File: src/rtl/trng_pkg.sv
// ============================================================================
// Module   : trng_pkg
// Brief    : Shared constants and types for the TRNG bit collector.
// Revision : 1.0 - initial release
// ============================================================================
`default_nettype none

package trng_pkg;

    localparam int c_DEF_WIDTH       = 8;
    localparam int c_DEF_SYNC_STAGES = 2;
    localparam int c_DEF_DISC_W      = 16;

    typedef enum logic {
        FIRST  = 1'b0,
        SECOND = 1'b1
    } state_e;

    typedef enum logic [1:0] {
        VN_NONE = 2'd0,
        VN_ZERO = 2'd1,
        VN_ONE  = 2'd2
    } vn_e;

    // Von Neumann rule: 10 -> 1, 01 -> 0, equal pairs carry no entropy.
    function automatic vn_e vn_decode(input logic b0, input logic b1);
        if (b0 == b1) begin
            return VN_NONE;
        end
        return b0 ? VN_ONE : VN_ZERO;
    endfunction

endpackage

`default_nettype wire

File: src/rtl/trng_sync_edge.sv
// ============================================================================
// Module   : trng_sync_edge
// Brief    : Multi-flop synchronizer with rising-edge pulse output.
// Revision : 1.0 - initial release
// ============================================================================
`default_nettype none

module trng_sync_edge #(
    parameter int STAGES = 2
) (
    input  logic clk_in,
    input  logic reset,
    input  logic async_i,
    output logic level_o,
    output logic tick_o
);

    logic [STAGES-1:0] sync_q;
    logic              prev_q;

    always_ff @(posedge clk_in) begin
        if (reset) begin
            sync_q <= '0;
            prev_q <= 1'b0;
        end else begin
            sync_q <= {sync_q[STAGES-2:0], async_i};
            prev_q <= sync_q[STAGES-1];
        end
    end

    assign level_o = sync_q[STAGES-1];
    assign tick_o  = sync_q[STAGES-1] & ~prev_q;

endmodule

`default_nettype wire

File: src/rtl/trng_bit_collector.sv
// ============================================================================
// Module   : trng_bit_collector
// Brief    : Samples raw entropy on sample_clk edges, von Neumann debiases
//            pairs and packs accepted bits into words on a valid/ready port.
// Revision : 1.0 - initial release
// ============================================================================
`default_nettype none

module trng_bit_collector
    import trng_pkg::*;
#(
    parameter int WIDTH       = c_DEF_WIDTH,
    parameter int SYNC_STAGES = c_DEF_SYNC_STAGES,
    parameter int DISC_W      = c_DEF_DISC_W
) (
    input  logic              clk_in,
    input  logic              reset,
    input  logic              sample_clk,
    input  logic              raw_bit,
    output logic [WIDTH-1:0]  rnd_word,
    output logic              rnd_valid,
    input  logic              rnd_ready,
    output logic              overrun,
    output logic [DISC_W-1:0] disc_cnt
);

    localparam int                 c_CNT_W = (WIDTH > 2) ? $clog2(WIDTH) : 1;
    localparam logic [c_CNT_W-1:0] c_LAST  = c_CNT_W'(WIDTH - 1);

    logic w_tick;
    logic w_sclk_level_unused;
    logic w_sample;
    logic w_raw_tick_unused;

    // Both paths share the same depth so the sample lines up with its tick.
    trng_sync_edge #(.STAGES(SYNC_STAGES)) u_sync_clk (
        .clk_in  (clk_in),
        .reset   (reset),
        .async_i (sample_clk),
        .level_o (w_sclk_level_unused),
        .tick_o  (w_tick)
    );

    trng_sync_edge #(.STAGES(SYNC_STAGES)) u_sync_raw (
        .clk_in  (clk_in),
        .reset   (reset),
        .async_i (raw_bit),
        .level_o (w_sample),
        .tick_o  (w_raw_tick_unused)
    );

    state_e             state_q;
    logic               b0_q;
    logic [WIDTH-2:0]   sr_q;
    logic [c_CNT_W-1:0] cnt_q;
    logic [WIDTH-1:0]   word_q;
    logic               valid_q;
    logic               overrun_q;
    logic [DISC_W-1:0]  disc_q;

    vn_e              w_vn;
    logic             w_accept;
    logic             w_discard;
    logic             w_complete;
    logic             w_xfer;
    logic [WIDTH-1:0] word_d;

    always_comb begin
        w_vn = VN_NONE;
        if (w_tick && (state_q == SECOND)) begin
            w_vn = vn_decode(b0_q, w_sample);
        end
        w_accept   = (w_vn == VN_ONE) || (w_vn == VN_ZERO);
        w_discard  = w_tick && (state_q == SECOND) && (w_vn == VN_NONE);
        w_complete = w_accept && (cnt_q == c_LAST);
        w_xfer     = valid_q & rnd_ready;
        word_d     = {sr_q, (w_vn == VN_ONE)};
    end

    always_ff @(posedge clk_in) begin
        if (reset) begin
            state_q   <= FIRST;
            b0_q      <= 1'b0;
            sr_q      <= '0;
            cnt_q     <= '0;
            word_q    <= '0;
            valid_q   <= 1'b0;
            overrun_q <= 1'b0;
            disc_q    <= '0;
        end else begin
            if (w_tick) begin
                if (state_q == FIRST) begin
                    b0_q    <= w_sample;
                    state_q <= SECOND;
                end else begin
                    state_q <= FIRST;
                end
            end

            if (w_discard && (disc_q != '1)) begin
                disc_q <= disc_q + 1'b1;
            end

            // Stale bits need no clearing: a full word shifts them all out.
            if (w_accept) begin
                sr_q  <= word_d[WIDTH-2:0];
                cnt_q <= w_complete ? '0 : cnt_q + 1'b1;
            end

            if (w_complete) begin
                if (!valid_q || rnd_ready) begin
                    word_q  <= word_d;
                    valid_q <= 1'b1;
                end else begin
                    overrun_q <= 1'b1;
                end
            end else if (w_xfer) begin
                valid_q <= 1'b0;
            end
        end
    end

    assign rnd_word  = word_q;
    assign rnd_valid = valid_q;
    assign overrun   = overrun_q;
    assign disc_cnt  = disc_q;

endmodule

`default_nettype wire

File: config.mk
export PLATFORM = sky130hd
export DESIGN_NAME = trng_bit_collector
export DESIGN_NICKNAME = d
export VERILOG_FILES = /design/src/rtl/trng_pkg.sv /design/src/rtl/trng_sync_edge.sv /design/src/rtl/trng_bit_collector.sv
export SDC_FILE = /design/constraint.sdc
export NUM_CORES = 1
export LEC_CHECK = 0
export CAP_MARGIN = 20
export CORE_MARGIN = 2
export CORE_UTILIZATION = 40
export CTS_CLUSTER_DIAMETER = 40
export DETAILED_ROUTE_END_ITERATION = 10
export PLACE_DENSITY_LB_ADDON = 0.05
export SLEW_MARGIN = 40
export SYNTH_ARGS = -nofsm -noshare
export SYNTH_HDL_FRONTEND = slang
export SYNTH_SLANG_ARGS = --single-unit
File: constraint.sdc
create_clock -name clk_in -period 4 [get_ports clk_in]
set_clock_uncertainty 0.1 [all_clocks]
set_input_delay 0.4 -clock clk_in [delete_from_list [all_inputs] [get_ports clk_in]]
set_output_delay 0.4 -clock clk_in [all_outputs]
set_load 0.02 [all_outputs]
; ---- Yosys cells after proc, flatten, opt, wreduce, memory -nomap -nowiden
; Index checks and enable logic that the tools add are counted.
[word_totals]
ff_bits = 43
latch_bits = 0
ram_bits = 0
romBits = 0
input_bits = 5
out_inout_bits = 26
elab_cells = 48
mem_count = 0
[op_classes]
addsub = 2
mul = 0
n_div = 0
magnitude_cmp = 0
n_eq_ne = 6
shifts = 0
mux = 11
bitwise = 5
reduce_logical = 13
[ops]
columns = cell, count
row1 = $add A16 B1 Y16 const B, 1
row2 = $ne A16 B16 Y1 const B, 1
row3 = $mux W2, 4
row4 = $reduce_and A2 Y1, 4
row5 = $mux W1, 6
row6 = $logic_and A1 B1 Y1, 4
row7 = $add A3 B1 Y3 const B, 1
row8 = $eq A3 B3 Y1 const B, 1
row9 = $mux W3, 1
row10 = $not A1 Y1, 3
row11 = $and A1 B1 Y1, 2
row12 = $eq A2 B1 Y1 const B, 1
row13 = $eq A2 B2 Y1 const B, 1
row14 = $logic_not A2 Y1, 1
row15 = $logic_or A1 B1 Y1, 2
row16 = $ne A2 B1 Y1 const B, 1
row17 = $reduce_bool A2 Y1, 1
row18 = $eq A1 B1 Y1, 1
row19 = $logic_not A1 Y1, 1

; ---- Depth between registers and ports, before layout
; Gate-level depths: netlist of the first run.
[depth]
depth_word = 11
ltp_mapped = 8
depth_no_buf = 7

; ---- By module
; Synthesis of the first run repeated with hierarchy kept, for this count alone.
[hier_totals]
cells_unflattened = 206
hier_area_um2 = 1941.9
[modules_own_cells]
columns = module, n_inst, cells_each, area_per_inst_um2, seq_area_each_um2
row1 = trng_bit_collector, 1, 192, 1766.7, 760.7
row2 = trng_sync_edge, 2, 7, 87.6, 60.1

; ---- Worst setup path after synthesis of the first run
; No wires, ideal clock.
[synth_path]
path_type = flip-flop to flip-flop
startpoint = register u_sync_clk.sync_q[1]
endpoint = register disc_q[15] (netlist: disc_cnt[15])
setup_ns = 0.070
arrival_ns = 2.062
t_required_ns = 3.830
slack_ns = 1.768
stages_incl_launch_ff = 8
path_buffers = 0
period_less_slack_ns = 2.232
cell_sequence = dfxtp_1 > nor2b_1 > nand4b_1 > ha_1 > nand4b_4 > or4_4 > or4_1 > a21oi_1
[synth_between]
elab_chain_cells = 6
[synth_lines]
columns = item, line_no
row1 = from (decl), trng_sync_edge.sv:18  ; logic [STAGES-1:0] sync_q;
row2 = from (signal assigned), trng_sync_edge.sv:26  ; sync_q <= {sync_q[STAGES-2:0], async_i};
row3 = $and A1 B1 Y1 (*), trng_sync_edge.sv:32  ; assign tick_o = sync_q[STAGES-1] & ~prev_q;
row4 = $logic_and A1 B1 Y1 (*), "trng_bit_collector.sv:70, trng_bit_collector.sv:74"
row5 = $mux W2, trng_bit_collector.sv:70  ; if (w_tick && (state_q == SECOND)) begin
row6 = $logic_not A2 Y1, trng_bit_collector.sv:74  ; w_discard = w_tick && (state_q == SECOND) && (w_vn == VN_NONE);
row7 = $logic_and A1 B1 Y1 (*), trng_bit_collector.sv:74
row8 = $logic_and A1 B1 Y1 (*), trng_bit_collector.sv:100  ; if (w_discard && (disc_q != '1)) begin
row9 = to (signal assigned), trng_bit_collector.sv:101  ; disc_q <= disc_q + 1'b1;
row10 = to (decl), trng_bit_collector.sv:59  ; logic [DISC_W-1:0] disc_q;
; Every way passes the cells marked *; elsewhere a longest branch is shown, timed or not.
; A chain may end at the register's enable or synchronous reset.

; ---- Worst setup path in the final report of the first run
[layout_path]
startpoint = register u_sync_clk.sync_q[1]
endpoint = register word_q[1] (netlist: rnd_word[1])
[layout_between]
elab_chain_cells = 7
word_cells_on_any_way = 8
classes_between = eq/ne: 2 / mux: 1 / bitwise: 1 / reduce/logical: 4
[layout_lines]
columns = item, line_no
row1 = $and A1 B1 Y1 (*), trng_sync_edge.sv:32
row2 = $logic_and A1 B1 Y1 (*), trng_bit_collector.sv:70
row3 = $mux W2 (*), trng_bit_collector.sv:70
row4 = $eq A2 B2 Y1 or $eq A2 B1 Y1 (tied branches), trng_bit_collector.sv:73  ; w_accept = (w_vn == VN_ONE) || (w_vn == VN_ZERO);
row5 = $logic_or A1 B1 Y1 (*), trng_bit_collector.sv:73
row6 = via w_accept, trng_bit_collector.sv:62  ; logic w_accept;
row7 = $logic_and A1 B1 Y1 (*), trng_bit_collector.sv:75  ; w_complete = w_accept && (cnt_q == c_LAST);
row8 = $reduce_and A2 Y1 (no source line) (*), n/a
row9 = to (signal assigned), trng_bit_collector.sv:112  ; word_q <= word_d;
row10 = to (decl), trng_bit_collector.sv:56  ; logic [WIDTH-1:0] word_q;
; The timed path passes the listed nets; every way through them passes the cells marked *.

==> reports/results.txt, run 1 <==
Remaining antenna violation count - 0
R2R Path Start - u_sync_clk.sync_q[1]
Cts hold-fix bufs - 0
WP data required - 4.08 ns
Final WL - 3.606 mm
Iteration-0 DRC Markers - 57
Syn_nets - 203
Post-Syn Instances - 193
NumNets Final - 233
Rel. slew slack - 46.02%
Share of layout cells above drive strength 1 - 7.589%
Via density per instance - 5.467
Commonest non-fill, non-tap cells in the layout - 43 x dfxtp_1, 29 x clkdlybuf4s50_1, 27 x nor2_1, 17 x a21oi_1, 16 x mux2i_1
Slowest stage delay, CP - 0.65 ns
Setup crit start kind - register
Root Driver - clkbuf_8
Leakage - 0.7249 nW
Worst-Skew Late Latency - 0.29 ns
CTS tree - yes
Max_cap viols - 0
Post-DP HPWL - 2.508 mm
Placer Congestion - 0.7344
Synth Area per Inst - 9.374 um^2
Remaining Overflow, GRT - 0
Yosys reg bits - 43
Crit. End Element - register
# rows - 24
Tot Pwr - 0.0007097 W
I/O pin count - 31
Fill count - 384
Die ar. - 5077 um^2
Worst-case vdd ir drop - 0.1377 mV
Clock tree buffer depth - 2
Status - finished clean
Average wire per standard cell - 13.07 um
Crit path kind - reg2reg
Critical path arrival - 2.85 ns
Htree depth - 2
Tot GR Track Use - 15.00%
R2r endpoint - rnd_word[1]
Crit-path cells - nor2b_1, nand4b_1, ha_1, nand2_1, nor2_1, mux2i_1, nor2_1
Critical path peak fanout - 13
Ant. Diodes - 0
Sequential area share after synthesis - 47.58%
Hold WC Path Type - reg2reg
Commonest non-fill, non-tap cell in the layout - dfxtp_1
Final Cycle Share - 69.19%
Crit path top cell by count - nor2_1
Initial antenna violation count - 0
Initial core utilization - 41.55%
Synth area leader - dfxtp_1
First-pass GRT wire length - 6.113 mm
Via count - 1509
CP Buf/Inv Count - 0
Mapped cell area - 1809 um^2
Synth Warn # - 0
Critical path destination - rnd_word[1]
Synth-to-Final Area Change - 23.58%
Final hold vios - 0
Reg2Reg Setup Slack - 1.23 ns
Die Y - 71.26 um
Clk sink count - 43
FF-to-FF path depth - 7
CTS resizes - 0
Core area - 4354 um^2
Max Slew Vio Count - 0
Pwr Density - 317.4 nW/um^2
RSZ-0062 raised after global routing - no
Largest delay contributor family on the critical path - simple AND/OR/NAND/NOR gates
Area share of the leading cell type in the synthesized netlist - 47.58%
Largest net degree at the start of global routing - 27
Setup violators final - 0
Vias in the first global route - 1422
Post-CTS setup buffer count - 0
Max frequency - 361.3 MHz
Max stage delay cell, worst path - ha_1
Fin crit period - 2.768 ns
TNS Setup - 0 ns
Critical path depth - 7
Worst-Margin Slew - 0.8066 ns
Dominant cells by area after synthesis - dfxtp_1 48%, mux2i_1 8.9%, nor2_1 5.6%
Router iterations before antenna repair - 4
Die Wd - 71.26 um
# DRC - 0
# port buffers - 30
Crit path launch - u_sync_clk.sync_q[1]
Num CTS Buffers - 5
Synth cell types - 31
Worst-path clk slew - 0.08 ns
==> cell usage after synthesis <==
cell / number
or3_1: 7
o31ai_1: 8
nand4b_4: 1
or3b_2: 1
nor2b_1: 9
or4_1: 7
and2b_1: 1
nor2_1: 27
a31oi_1: 1
mux2i_1: 16
nand2_1: 7
nand3_1: 4
mux2_2: 2
dfxtp_1: 43
nand4_1: 6
inv_1: 3
clkbuf_1: 6
nor3_1: 2
nor4b_1: 1
buf_2: 2
nor4_1: 3
xnor2_1: 1
ha_1: 5
and3_1: 1
a21oi_1: 17
or2_2: 2
nand4b_1: 2
nand3b_1: 1
o21ai_0: 5
buf_1: 1
or4_4: 1
==> final cells by class <==
type / count / area [um^2] / area share (%)
well taps: 52 / 65.06 / 2.910
repair buffers: 32 / 310.3 / 13.88
flip-flops and latches: 43 / 860.8 / 38.50
multi-input cells: 138 / 907.1 / 40.57
clock inverters: 1 / 5.005 / 0.2238
inverters: 3 / 11.26 / 0.5036
clock buffers: 7 / 76.32 / 3.414
==> registers in the layout, summed over array words and instances, names as in the netlist <==
name	count
b0_q	1
cnt_q	3
disc_cnt	16
overrun	1
rnd_valid	1
rnd_word	8
sr_q	7
state_q	1
u_sync_clk.prev_q	1
u_sync_clk.sync_q	2
u_sync_raw.sync_q	2
==> cell families (layout without fill, tap and decap cells) <==
kind of cell             Yosys count  after routing  share of synthesized area (%)
AO/OA/AOI/OAI                     31             31                          9.751
XOR/XNOR                           1              1                         0.4842
adder cells (fa/ha/maj)            5              5                          3.458
buffers and inverters             12             43                          2.628
flip-flops                        43             43                          47.58
multiplexers                      18             18                          10.10
AND/OR/NAND/NOR                   83             83                          26.00
==> worst reg2reg max path: cells and delay by family (launching register included) <==
kind                       cells  cell delay, ns
muxes                          1            0.28
and+or+nand+nor                5            1.25
adders and majority gates      1            0.65
DFF                            1            0.38
==> through the flow <==
step / cell area, um^2 / util, % / std cells / worst slack [ns] / hold slack (ns)
3_3_place_gp: 2160 / 49.60 / 268 / 1.360 / 0.3230
5_1_grt: 2236 / 51.35 / 276 / 0.9192 / 0.3641
3_5_place_dp: 2155 / 49.48 / 268 / 1.227 / 0.3239
6_report: 2236 / 51.35 / 276 / 1.232 / 0.3385
4_1_cts: 2236 / 51.35 / 276 / 1.197 / 0.3422
2_1_floorplan: 1809 / - / 193 / 1.768 / 0.3138
==> how the worst min path moves through the flow <==
stage / from / cells past startpoint / end / slack (ns)
finish: u_sync_clk.sync_q[0] / 1 / u_sync_clk.sync_q[1] / 0.34
global route: u_sync_raw.sync_q[0] / 1 / u_sync_raw.sync_q[1] / 0.36
CTS: u_sync_clk.sync_q[0] / 1 / u_sync_clk.sync_q[1] / 0.34
detailed placement: u_sync_clk.sync_q[0] / 1 / u_sync_clk.sync_q[1] / 0.32
global placement: u_sync_raw.sync_q[0] / 1 / u_sync_raw.sync_q[1] / 0.32
floorplan: u_sync_clk.sync_q[0] / 1 / u_sync_clk.sync_q[1] / 0.31
==> routing by layer <==
| metal | track usage, % | share of wire, % |
|---|---|---|
| met1 | 17.73 | 46 |
| met2 | 25.31 | 48 |
| met5 | 0 | 0 |
| met3 | 4.923 | 4.8 |
| met4 | 5.660 | 1.2 |
==> where the power goes <==
| group | leakage [nW] | switching (W) | internal, W |
|---|---|---|---|
| sequential | 0.347 | 0.00000246 | 0.000431 |
| combinational | 0.335 | 0.00000984 | 0.00000741 |
| clock | 0.0422 | 0.000137 | 0.000122 |
| total | 0.725 | 0.000149 | 0.000561 |
Power figures use the tool's default switching activity.
==> inputs of run 2 (changes only) <==
==> constraint.sdc (replaced) <==
create_clock -name clk_in -period 2.3 [get_ports clk_in]
set_clock_uncertainty 0.1 [all_clocks]
set_input_delay 0.23 -clock clk_in [delete_from_list [all_inputs] [get_ports clk_in]]
set_output_delay 0.23 -clock clk_in [all_outputs]
set_load 0.02 [all_outputs]
==> run 2 against run 1 <==
  * Via count rose by 0.33%
  * Design area grew 5.9%
  * Die area unchanged
  * Power grew 95%
  * Critical path depth stayed put
  * Sequential share of layout area fell by 2.1 points
  * Largest power group unchanged
  * Combinational power increased by 120%
  * Register-to-register slack worse by 1.2 ns
  * Count of clock-buffer cells in the layout down 2
  * Setup slack worse by 1.2 ns
==> reports/results.txt, run 2 (synthesis results as in run 1) <==
Root Driver - clkbuf_8
Finished Layout Cells - 284 (+2.9%)
Inst Count DP - 274 (+2.2%)
Clock tree buffer depth - 2 (unchanged)
WP data required - 2.43 ns (-1.65 ns)
Hold WC Path Type - reg2reg
Remaining Overflow, GRT - 0 (unchanged)
Num CTS Buffers - 5 (unchanged)
R2R Path Start - u_sync_clk.sync_q[1]
Initial core utilization - 41.55% (unchanged)
Worst-case vdd ir drop - 0.3160 mV (+130%)
Via density per instance - 5.331 (-2.5%)
Crit. End Element - register
FF-to-FF path depth - 7 (unchanged)
Max_cap viols - 0 (unchanged)
Die Wd - 71.26 um (unchanged)
RSZ-0062 raised after global routing - yes
Fill count - 390 (+1.6%)
Critical path arrival - 2.41 ns (-0.44 ns)
Via count - 1514 (+0.33%)
# port buffers - 30 (unchanged)
Worst-Margin Slew - 0.4702 ns (-0.3364 ns)
Largest net degree at the start of global routing - 24 (-11%)
Rel. slew slack - 68.55% (+23 points)
Place WS - -0.01612 ns (-1.243 ns)
Final hold vios - 0 (unchanged)
NumNets Final - 241 (+3.4%)
Commonest non-fill, non-tap cells in the layout - 42 x dfxtp_1, 30 x clkdlybuf4s50_1, 27 x nor2_1, 16 x mux2i_1, 16 x a21oi_1
Die Y - 71.26 um (unchanged)
Setup violators final - 0 (unchanged)
Reg2Reg Setup Slack - 0.02 ns (-1.22 ns)
Clk sink count - 43 (unchanged)
Commonest non-fill, non-tap cell in the layout - dfxtp_1
I/O pin count - 31 (unchanged)
Hold Path Stages - 1 (unchanged)
Crit path kind - reg2reg
Worst-Skew Late Latency - 0.30 ns (about the same)
Placer Congestion - 0.7758 (+5.6%)
Htree depth - 2 (unchanged)
Tot Pwr - 0.001384 W (+95%)
Final Cycle Share - 99.25% (+30 points)
First-pass GRT wire length - 6.348 mm (+3.8%)
Router iterations before antenna repair - 4 (unchanged)
Post-Route Utilization - 54.37% (+3.0 points)
Iteration-0 DRC Markers - 69 (+21%)
Vias in the first global route - 1377 (-3.2%)
Core area - 4354 um^2 (unchanged)
Pwr Density - 584.7 nW/um^2 (+84%)
R2r endpoint - disc_cnt[15]
Average wire per standard cell - 13.53 um (+3.6%)
Max Slew Vio Count - 0 (unchanged)
Die ar. - 5077 um^2 (unchanged)
Final WL - 3.843 mm (+6.6%)
Tot GR Track Use - 15.52% (+0.52 points)
Worst-path clk slew - 0.08 ns (about the same)
# DRC - 0 (unchanged)
Remaining antenna violation count - 0 (unchanged)
# rows - 24 (unchanged)
Status - finished clean
Fin crit period - 2.283 ns (-0.4850 ns)
Initial antenna violation count - 0 (unchanged)
Post-route cell area - 2367 um^2 (+5.9%)
Hold Startpoint - u_sync_raw.sync_q[0]
Leakage - 0.8324 nW (+15%)
Hold Path End - u_sync_raw.sync_q[1]
Critical path peak fanout - 6 (-7)
Share of layout cells above drive strength 1 - 13.36% (+5.8 points)
CTS tree - yes
Ant. Diodes - 0 (unchanged)
Synth-to-Final Area Change - 30.84%
Placed Area - 2217 um^2 (+2.9%)
Post-DP HPWL - 2.693 mm (+7.4%)
Setup crit start kind - register
Max frequency - 438.1 MHz (+21%)
Max reg flops - 16 (unchanged)
Final worst slack - 0.01726 ns (-1.215 ns)
-- run 2: cell types whose count changed in the layout (fill, tap and decap cells not counted), sizes merged --
cell and change:
buf +7, clkbuf -2, clkinv +1, bufinv +1, clkdlybuf4s50 +1
-- run 2: what timing repair did --
item / 4_1_cts / 5_1_grt
endpoints found under the setup margin: 1 / 4
hold buffers: 0 / 0
pin swaps: 4 / 8
buffers inserted: 0 / 2
resized for setup: 1 / 6
-- run 2: area by class of cell --
type / instances / area, um^2 / share of cell area [%]
multi-input combinational: 138 / 924.6 / 39.06
sequential: 43 / 862.1 / 36.42
timing repair buffer: 40 / 391.6 / 16.54
clock buffer: 5 / 68.82 / 2.907
tap: 52 / 65.06 / 2.748
clock inverter: 3 / 43.79 / 1.850
inverter: 3 / 11.26 / 0.4757
-- run 2: per-layer routing --
layer / up-vias / track usage [%] / wire (um)
li1: 771 / - / -
met1: 706 / 19.10 / 1751
met2: 33 / 26.65 / 1910
met3: 4 / 4.360 / 145
met4: 0 / 4.193 / 35
met5: - / 0 / 0
-- run 2: worst max-delay path, stage by stage, from the launching register on --
cell and delay, ns:
dfxtp_2 0.33, nor2b_4 0.13, nand4b_1 0.12, ha_2 0.22, nand4b_4 0.11, or4_4 0.56, or4_1 0.51, a21oi_1 0.14
-- run 2: how the worst max path moves through the flow --
stage,from,end,slack [ns],cells after the start
5_1_grt,u_sync_clk.sync_q[1],disc_cnt[15],-0.06,7
3_5_place_dp,u_sync_clk.sync_q[1],disc_cnt[15],-0.02,7
3_3_place_gp,u_sync_clk.sync_q[1],disc_cnt[15],0.1,7
2_1_floorplan,u_sync_clk.sync_q[1],disc_cnt[15],0.07,7
6_report,u_sync_clk.sync_q[1],disc_cnt[15],0.02,7
4_1_cts,u_sync_clk.sync_q[1],disc_cnt[15],0.03,7
-- run 2: stage by stage --
step / hold slack (ns) / TNS, ns
after CTS: 0.3413 / 0
after global routing: 0.3699 / -0.06408
after global placement: 0.3227 / 0
after detailed placement: 0.3212 / -0.01612
final: 0.3394 / 0
after floorplan: 0.2582 / 0
-- run 2: power breakdown --
group	internal [W]	leakage, nW	total, W	switching (W)
clock network	0.000323	0.0581	0.000593	0.000269
registers	0.000749	0.348	0.000754	0.00000443
logic	0.0000187	0.427	0.0000380	0.0000194
total	0.00109	0.832	0.00138	0.000293
